--- src/rtl/mem_access_ctrl_if.sv ---
// Request/response and RAM-side bus of the memory access controller.
`timescale 1ns/1ps
interface mem_access_ctrl_if #(
   parameter int unsigned ADDR_W = 9,
   parameter int unsigned DATA_W = 32
);
   // Requester side (from MAR/MDR and the control unit)
   logic              req_valid;
   logic              req_ready;
   logic              req_we;
   logic [31:0]       req_addr;
   logic [DATA_W-1:0] req_wdata;
   logic              resp_valid;
   logic [DATA_W-1:0] resp_rdata;
   logic              resp_err;

   // RAM side
   logic              mem_read;
   logic              mem_write;
   logic [ADDR_W-1:0] mem_addr;
   logic [DATA_W-1:0] mem_wdata;
   logic [DATA_W-1:0] mem_rdata;
   logic              mem_complete;

   // Controller end: serves requests, drives the RAM strobes
   modport master (
      input  req_valid, req_we, req_addr, req_wdata, mem_rdata, mem_complete,
      output req_ready, resp_valid, resp_rdata, resp_err,
             mem_read, mem_write, mem_addr, mem_wdata
   );

   // Environment end: requester plus RAM
   modport slave (
      output req_valid, req_we, req_addr, req_wdata, mem_rdata, mem_complete,
      input  req_ready, resp_valid, resp_rdata, resp_err,
             mem_read, mem_write, mem_addr, mem_wdata
   );
endinterface

--- src/rtl/mem_access_ctrl.sv ---
// Single-outstanding load/store initiator for the synchronous RAM.
`timescale 1ns/1ps
module mem_access_ctrl #(
   parameter int unsigned ADDR_W  = 9,
   parameter int unsigned DATA_W  = 32,
   parameter int unsigned TIMEOUT = 16
) (
   input logic               clck,
   input logic               clr_n,
   mem_access_ctrl_if.master bus
);
   localparam int unsigned REQ_W = 32;
   localparam int unsigned CNT_W = $clog2(TIMEOUT + 1);

   typedef enum logic [1:0] {
      IDLE   = 2'd0,
      ACCESS = 2'd1,
      RESP   = 2'd2
   } state_t;

   state_t            state_q, state_d;
   logic              we_q, we_d;
   logic [ADDR_W-1:0] addr_q, addr_d;
   logic [DATA_W-1:0] wdata_q, wdata_d;
   logic [DATA_W-1:0] rdata_q, rdata_d;
   logic [CNT_W-1:0]  cnt_q, cnt_d;
   logic              rd_q, rd_d;
   logic              wr_q, wr_d;
   logic              ready_q, ready_d;
   logic              rv_q, rv_d;
   logic              err_q, err_d;
   logic              oob;

   // Address bits above the RAM depth mark an out-of-range access
   assign oob = |bus.req_addr[REQ_W-1:ADDR_W];

   // Next state plus next value of every registered output
   always_comb begin
      state_d = state_q;
      we_d    = we_q;
      addr_d  = addr_q;
      wdata_d = wdata_q;
      rdata_d = rdata_q;
      cnt_d   = cnt_q;
      rv_d    = 1'b0;
      err_d   = 1'b0;

      case (state_q)
         IDLE: begin
            if (bus.req_valid) begin
               we_d    = bus.req_we;
               addr_d  = bus.req_addr[ADDR_W-1:0];
               wdata_d = bus.req_wdata;
               cnt_d   = '0;
               if (oob) begin
                  state_d = RESP;
                  rv_d    = 1'b1;
                  err_d   = 1'b1;
               end else begin
                  state_d = ACCESS;
               end
            end
         end
         ACCESS: begin
            cnt_d = cnt_q + CNT_W'(1);
            // Completion beats a simultaneous timeout
            if (bus.mem_complete) begin
               if (!we_q) rdata_d = bus.mem_rdata;
               state_d = RESP;
               rv_d    = 1'b1;
            end else if (cnt_q == CNT_W'(TIMEOUT - 1)) begin
               state_d = RESP;
               rv_d    = 1'b1;
               err_d   = 1'b1;
            end
         end
         RESP: begin
            state_d = IDLE;
            cnt_d   = '0;
         end
         default: begin
            state_d = IDLE;
            cnt_d   = '0;
         end
      endcase

      // Strobes follow the upcoming state so they register high only in ACCESS
      rd_d    = (state_d == ACCESS) && !we_d;
      wr_d    = (state_d == ACCESS) && we_d;
      ready_d = (state_d == IDLE);
   end

   // State and output registers; reset drops any live strobe immediately
   always_ff @(posedge clck or negedge clr_n) begin
      if (!clr_n) begin
         state_q <= IDLE;
         we_q    <= 1'b0;
         addr_q  <= '0;
         wdata_q <= '0;
         rdata_q <= '0;
         cnt_q   <= '0;
         rd_q    <= 1'b0;
         wr_q    <= 1'b0;
         ready_q <= 1'b1;
         rv_q    <= 1'b0;
         err_q   <= 1'b0;
      end else begin
         state_q <= state_d;
         we_q    <= we_d;
         addr_q  <= addr_d;
         wdata_q <= wdata_d;
         rdata_q <= rdata_d;
         cnt_q   <= cnt_d;
         rd_q    <= rd_d;
         wr_q    <= wr_d;
         ready_q <= ready_d;
         rv_q    <= rv_d;
         err_q   <= err_d;
      end
   end

   assign bus.req_ready  = ready_q;
   assign bus.resp_valid = rv_q;
   assign bus.resp_rdata = rdata_q;
   assign bus.resp_err   = err_q;
   assign bus.mem_read   = rd_q;
   assign bus.mem_write  = wr_q;
   assign bus.mem_addr   = addr_q;
   assign bus.mem_wdata  = wdata_q;
endmodule

--- src/flat_wrapper.sv ---
// flat-port wrapper written by rule: the top's interface ports become plain ports
module mem_access_ctrl_flat 
#(
   parameter int unsigned ADDR_W  = 9,
   parameter int unsigned DATA_W  = 32,
   parameter int unsigned TIMEOUT = 16
)
  (clck, clr_n, bus_req_valid, bus_req_we, bus_req_addr, bus_req_wdata, bus_mem_rdata, bus_mem_complete, bus_req_ready, bus_resp_valid, bus_resp_rdata, bus_resp_err, bus_mem_read, bus_mem_write, bus_mem_addr, bus_mem_wdata);
  mem_access_ctrl_if #(.ADDR_W(ADDR_W), .DATA_W(DATA_W)) bus_i ();
  input logic clck;
  input logic clr_n;
  input wire logic [$bits(bus_i.req_valid)-1:0] bus_req_valid;
  input wire logic [$bits(bus_i.req_we)-1:0] bus_req_we;
  input wire logic [$bits(bus_i.req_addr)-1:0] bus_req_addr;
  input wire logic [$bits(bus_i.req_wdata)-1:0] bus_req_wdata;
  input wire logic [$bits(bus_i.mem_rdata)-1:0] bus_mem_rdata;
  input wire logic [$bits(bus_i.mem_complete)-1:0] bus_mem_complete;
  output wire logic [$bits(bus_i.req_ready)-1:0] bus_req_ready;
  output wire logic [$bits(bus_i.resp_valid)-1:0] bus_resp_valid;
  output wire logic [$bits(bus_i.resp_rdata)-1:0] bus_resp_rdata;
  output wire logic [$bits(bus_i.resp_err)-1:0] bus_resp_err;
  output wire logic [$bits(bus_i.mem_read)-1:0] bus_mem_read;
  output wire logic [$bits(bus_i.mem_write)-1:0] bus_mem_write;
  output wire logic [$bits(bus_i.mem_addr)-1:0] bus_mem_addr;
  output wire logic [$bits(bus_i.mem_wdata)-1:0] bus_mem_wdata;
  assign bus_i.req_valid = bus_req_valid;
  assign bus_i.req_we = bus_req_we;
  assign bus_i.req_addr = bus_req_addr;
  assign bus_i.req_wdata = bus_req_wdata;
  assign bus_i.mem_rdata = bus_mem_rdata;
  assign bus_i.mem_complete = bus_mem_complete;
  assign bus_req_ready = bus_i.req_ready;
  assign bus_resp_valid = bus_i.resp_valid;
  assign bus_resp_rdata = bus_i.resp_rdata;
  assign bus_resp_err = bus_i.resp_err;
  assign bus_mem_read = bus_i.mem_read;
  assign bus_mem_write = bus_i.mem_write;
  assign bus_mem_addr = bus_i.mem_addr;
  assign bus_mem_wdata = bus_i.mem_wdata;
  mem_access_ctrl #(.ADDR_W(ADDR_W), .DATA_W(DATA_W), .TIMEOUT(TIMEOUT)) u_core (.clck(clck), .clr_n(clr_n), .bus(bus_i));
endmodule
--- config.mk ---
export PLATFORM = sky130hd
export DESIGN_NAME = mem_access_ctrl_flat
export DESIGN_NICKNAME = d
export VERILOG_FILES = /design/src/rtl/mem_access_ctrl_if.sv /design/src/rtl/mem_access_ctrl.sv /design/src/flat_wrapper.sv
export SDC_FILE = /design/constraint.sdc
export NUM_CORES = 1
export LEC_CHECK = 0
export BUFFER_PORTS_ARGS = -buffer_cell sky130_fd_sc_hd__buf_2
export CAP_MARGIN = 20
export CORE_ASPECT_RATIO = 1.5
export CORE_MARGIN = 1
export CORE_UTILIZATION = 44
export CTS_BUF_LIST = sky130_fd_sc_hd__clkbuf_2 sky130_fd_sc_hd__clkbuf_4 sky130_fd_sc_hd__clkbuf_8
export CTS_CLUSTER_DIAMETER = 100
export DETAILED_ROUTE_END_ITERATION = 10
export PLACE_DENSITY = 0.78
export SYNTH_ARGS = -nofsm -noshare
export SYNTH_HDL_FRONTEND = slang
export SYNTH_SLANG_ARGS = --single-unit
export TNS_END_PERCENT = 1
--- constraint.sdc ---
create_clock -name clck -period 5.6 [get_ports clck]
set_input_delay 0.56 -clock clck [delete_from_list [all_inputs] [get_ports clck]]
set_output_delay 0.56 -clock clck [all_outputs]
set_load 0.02 [all_outputs]
[After elaboration in Yosys (flattened, before gate mapping)]
Cells that the tools add are included.
Widths: inputs -> output; s select.
Cells by class
  add/subtract/negate cells: 1
  $mul: 0
  div/mod/pow operators: 0
  $lt $le $gt $ge: 0
  equal/unequal tests: 4
  shift operators: 0
  mux-type cells: 16
  bitwise logic cells: 1
  reductions and logical operators: 8
Operators with widths (count)
  $reduce_or 23->1: 1
  $pmux 5 s2: 1
  $mux 2: 4
  $mux 1: 7
  $add 5x1->5 const B: 1
  $eq 5x4->1 const B: 1
  $mux 5: 1
  $eq 2x1->1 const B: 2
  $logic_not 2->1: 2
  $pmux 1 s2: 2
  $pmux 2 s2: 1
  $reduce_and 3->1: 1
  $logic_and 1x1->1: 2
  $ne 2x2->1 const B: 1
  $reduce_and 2->1: 1
  $logic_not 1->1: 1
  $not 1->1: 1
Storage, ports and cells
  register bits: 86
  latch bits: 0
  bits in writable memories: 0
  bits in read-only memories: 0
  bits of input ports: 101
  word-level logic and storage cells: 41
  memories kept: 0

[Longest topological paths before layout]
  word-level depth: 6
  mapped depth: 6
  gate-level depth less buffers: 6

[Worst setup path before layout]
No wires, ideal clock.
  kind: register -> register
  from: reg u_core.cnt_q[0]
  to: reg u_core.rv_q, in the netlist u_core.bus.resp_valid
  setup time: 0.130 ns
  arrival: 1.645 ns
  required time: 5.470 ns
  setup slack: 3.825 ns
  cell stages (with the launch flop): 7
  buffers on the path: 0
  period minus slack after synthesis: 1.775 ns
  path through: dfrtp_1 > ha_1 > and3_1 > ha_1 > or2_2 > a211oi_1 > a21oi_1
On the way
  word-level cells in the longest chain between the ends: 4
Ends and longest elaborated chain
  start: declaration: line mem_access_ctrl.sv:26  | logic [CNT_W-1:0] cnt_q, cnt_d;
  start signal: assignment: line mem_access_ctrl.sv:113  | cnt_q <= cnt_d;
  $eq 5x4->1: line mem_access_ctrl.sv:71  | end else if (cnt_q == CNT_W'(TIMEOUT - 1)) begin
  $mux 1: line mem_access_ctrl.sv:71
  $mux 1: line mem_access_ctrl.sv:67  | if (bus.mem_complete) begin
  $pmux 1 s2: line mem_access_ctrl.sv:48  | case (state_q)
  net u_core.rv_d: line mem_access_ctrl.sv:30  | logic rv_q, rv_d;
  end signal: assignment: line mem_access_ctrl.sv:117  | rv_q <= rv_d;
  end: declaration: line mem_access_ctrl.sv:30
The timed path passes the listed nets, and every way through them passes these cells.
A chain may end at the register's enable or synchronous reset.

[Worst setup path in the final report]
  from: reg u_core.state_q[0]
  to: reg u_core.rdata_q[12], in the netlist u_core.bus.resp_rdata[12]
On the way
  word-level cells in the longest chain between the ends: 2
Ends and longest elaborated chain
  start: declaration: line mem_access_ctrl.sv:21  | state_t state_q, state_d;
  start signal: assignment: line mem_access_ctrl.sv:108  | state_q <= state_d;
  $eq 2x1->1: line mem_access_ctrl.sv:48
  $reduce_and 3->1 (no line)
  end signal: assignment: line mem_access_ctrl.sv:112  | rdata_q <= rdata_d;
  end: declaration: line mem_access_ctrl.sv:25  | logic [DATA_W-1:0] rdata_q, rdata_d;
No other way between the ends.

==> flow_summary.json <==
{
  "cp_data_arrival_time_ns": 2.25,
  "fp-row-count": 39,
  "syn_inst": 225,
  "drt_iter0_drc": 78,
  "place_inst": 496,
  "layout_common_cells": "buf_2, dfrtp_1, mux2_2",
  "yosysWarnings": 0,
  "grt_antenna_before_repair": 0,
  "internal_power_w": 0.000948,
  "routedWlPerCell_um": 14.2,
  "clockBufferDepth": 2,
  "clock-sinks": 86,
  "place_hpwl_um": 5430,
  "finClkSkew_ns": 0.0117,
  "yosysSeqAreaShare_pct": 63.1,
  "viasPerCell": 4.86,
  "htreeDepth": 3,
  "yosysTopAreaCellShare_pct": 62.4,
  "clk_pin_slew_ns": 0.08,
  "syn_area_per_cell_um2": 15.2,
  "hold_violations": 0,
  "setup_viol": 0,
  "cts_made_buffers": 9,
  "max_slew_margin_pct": 60.5,
  "power_frac_seq_pct": 53.0,
  "p_clk_share_pct": 29.9,
  "globalplace.congestion": 0.759,
  "layout_min_cycle_time_ns": 2.01,
  "rsz0062_at_grt": "false",
  "yosys.cell_types.count": 37,
  "synthTopCellsByArea": "dfrtp_1, mux2_2, buf_4",
  "fin_nets": 509,
  "grt-ovfl-total": 0,
  "cp-start-kind": "flip-flop",
  "ir_worst_vdd_v": 0.000194,
  "yosys.area.top_type": "dfrtp_1",
  "switching_share_pct": 27.3,
  "area_growth_pct": 34.0,
  "cp.buffers_inverters": 1,
  "fmax_ghz": 0.497,
  "stdcell_count": 512,
  "critPathSlowestCell": "dfrtp_1",
  "grt_max_degree": 87,
  "hold_class": "primary input to asynchronous set/reset pin",
  "fin_util_pct": 60.4,
  "die_h_um": 110,
  "critPathKind": "flip-flop to flip-flop",
  "start_util_pct": 45.1,
  "tns_ns": 0,
  "synth-seq-cells": 86,
  "die-area_um2": 8110,
  "drc": 0,
  "grt_pass1_vias": 2342,
  "end_kind": "flip-flop",
  "combPwrFrac_pct": 17.1,
  "leakage_nw": 2.41,
  "max-cap-violations": 0,
  "postCtsResizedCells": 0,
  "hold_ws_ns": 0.159,
  "grt_usage_pct": 17.7,
  "tightest_slew_ns": 0.585,
  "cts_tree": "built",
  "max_stage_delay_ns": 0.63,
  "cpLargestDelayFamily": "flip-flops",
  "cts_setup_buffers": 0,
  "p_per_area_nw_per_um2": 285,
  "maxSlewViolCount": 0,
  "crit_required_ns": 5.84,
  "antenna_left": 0,
  "pin_count": 179,
  "core_um2": 7560,
  "root_buffer": "clkbuf_8",
  "drive_gt1_share_pct": 66.3,
  "dr.pass1.iters": 4,
  "grt_pass1_wl_um": 10500,
  "fillCellCount": 641,
  "switchingPower_w": 0.000356,
  "num_vias": 2489,
  "diodes": 0,
  "final_common_cell": "buf_2",
  "outcome": "completed",
  "critical_path.max_fanout": 32,
  "syn_nets": 328,
  "netlist_area_um2": 3410,
  "path_cells": "nor2b_2, and3_1, buf_4, mux2_2",
  "holdBufCountCts": 0,
  "clock_latency_ns": 0.35,
  "wl_um": 7270,
  "min_period_over_period_pct": 35.9,
  "die_w_um": 73.9,
  "port_buffers": 178
}
stage by stage:
stage | instance area [µm²] | total power [W] | setup slack, ns
2_1_floorplan | 3410 | 0.000821 | 3.83
3_3_place_gp | 4370 | 0.000918 | 3.66
3_5_place_dp | 4370 | 0.000926 | 3.61
4_1_cts | 4540 | 0.00132 | 3.59
5_1_grt | 4570 | 0.00136 | 3.46
6_report | 4570 | 0.00130 | 3.59
cell type report:
class	instances	area, µm²	area share, %
sequential	86	2150	47.1
multi-input combinational	125	1170	25.5
timing repair buffer	181	936	20.5
clock buffer	11	151	3.31
tap	102	128	2.79
clock inverter	4	22.5	0.493
inverter	3	11.3	0.246
state kept, by name, indices dropped and copies added, names as in the netlist:
| name | count |
|---|---|
| u_core.bus.mem_addr | 9 |
| u_core.bus.mem_read | 1 |
| u_core.bus.mem_wdata | 32 |
| u_core.bus.mem_write | 1 |
| u_core.bus.req_ready | 1 |
| u_core.bus.resp_err | 1 |
| u_core.bus.resp_rdata | 32 |
| u_core.bus.resp_valid | 1 |
| u_core.cnt_q | 5 |
| u_core.state_q | 2 |
| u_core.we_q | 1 |
worst paths after layout:
check | from | endpoint | slack [ns] | depth (start not counted)
worst max-delay path | u_core.state_q[0] | u_core.bus.resp_rdata[12] | 3.59 | 4
worst min-delay path | clr_n | u_core.bus.mem_addr[7] | 0.16 | 1
worst max register to register | u_core.state_q[0] | u_core.bus.resp_rdata[12] | 3.59 | 4
min in group clck | bus_req_wdata[25] | u_core.bus.mem_wdata[25] | 0.43 | 2
max in group asynchronous | clr_n | u_core.bus.resp_rdata[11] | 4.83 | 2
worst min register to register | u_core.bus.resp_rdata[9] | u_core.bus.resp_rdata[9] | 0.50 | 1
power groups by stage:
stage,Sequential (W),Clock (W),Combinational (W)
after floorplan,0.000760,0,0.0000606
after global placement,0.000701,0,0.000218
after detailed placement,0.000703,0,0.000223
after CTS,0.000691,0.000401,0.000224
after global routing,0.000697,0.000422,0.000239
final,0.000690,0.000390,0.000223
cells by family after synthesis:
family | after synthesis | share of synthesized area, %
compound gates | 17 | 3.16
fa+ha+maj | 2 | 0.734
mux | 74 | 24.4
simple gates | 32 | 5.76
flops | 86 | 63.1
buf+inv | 14 | 2.82
routing by layer:
metal  vias to the layer above  wire length [µm]  global-route usage (%)  part of all wire [%]
met3                        13               330                    3.67                   4.5
met2                        90              4110                    32.8                    57
li1                       1161                 -                       -                     -
met1                      1225              2650                    17.7                    36
met5                         -                 0                       0                     0
met4                         0               175                    11.0                   2.4
cells in the mapped netlist:
cell      instances
dfrtp_1          85
mux2_2           70
nor2_1            6
a21oi_1           5
buf_4             5
nand2_1           4
o21ai_0           4
buf_6             3
inv_1             3
mux2_1            3
nor4_1            3
o31ai_1           3
and3_1            2
buf_2             2
ha_1              2
nand2b_1          2
nand3b_1          2
nor3_1            2
a211oi_1          1
a22oi_1           1
a41oi_1           1
and4_1            1
clkbuf_1          1
dfstp_2           1
mux2i_1           1
nand3_1           1
nand4_1           1
nor2b_1           1
nor2b_2           1
nor3b_2           1
nor4b_1           1
o211ai_1          1
o31a_1            1
or2_2             1
or2_4             1
or4_1             1
or4_4             1
Note: power is estimated with default switching activity, not from simulation.
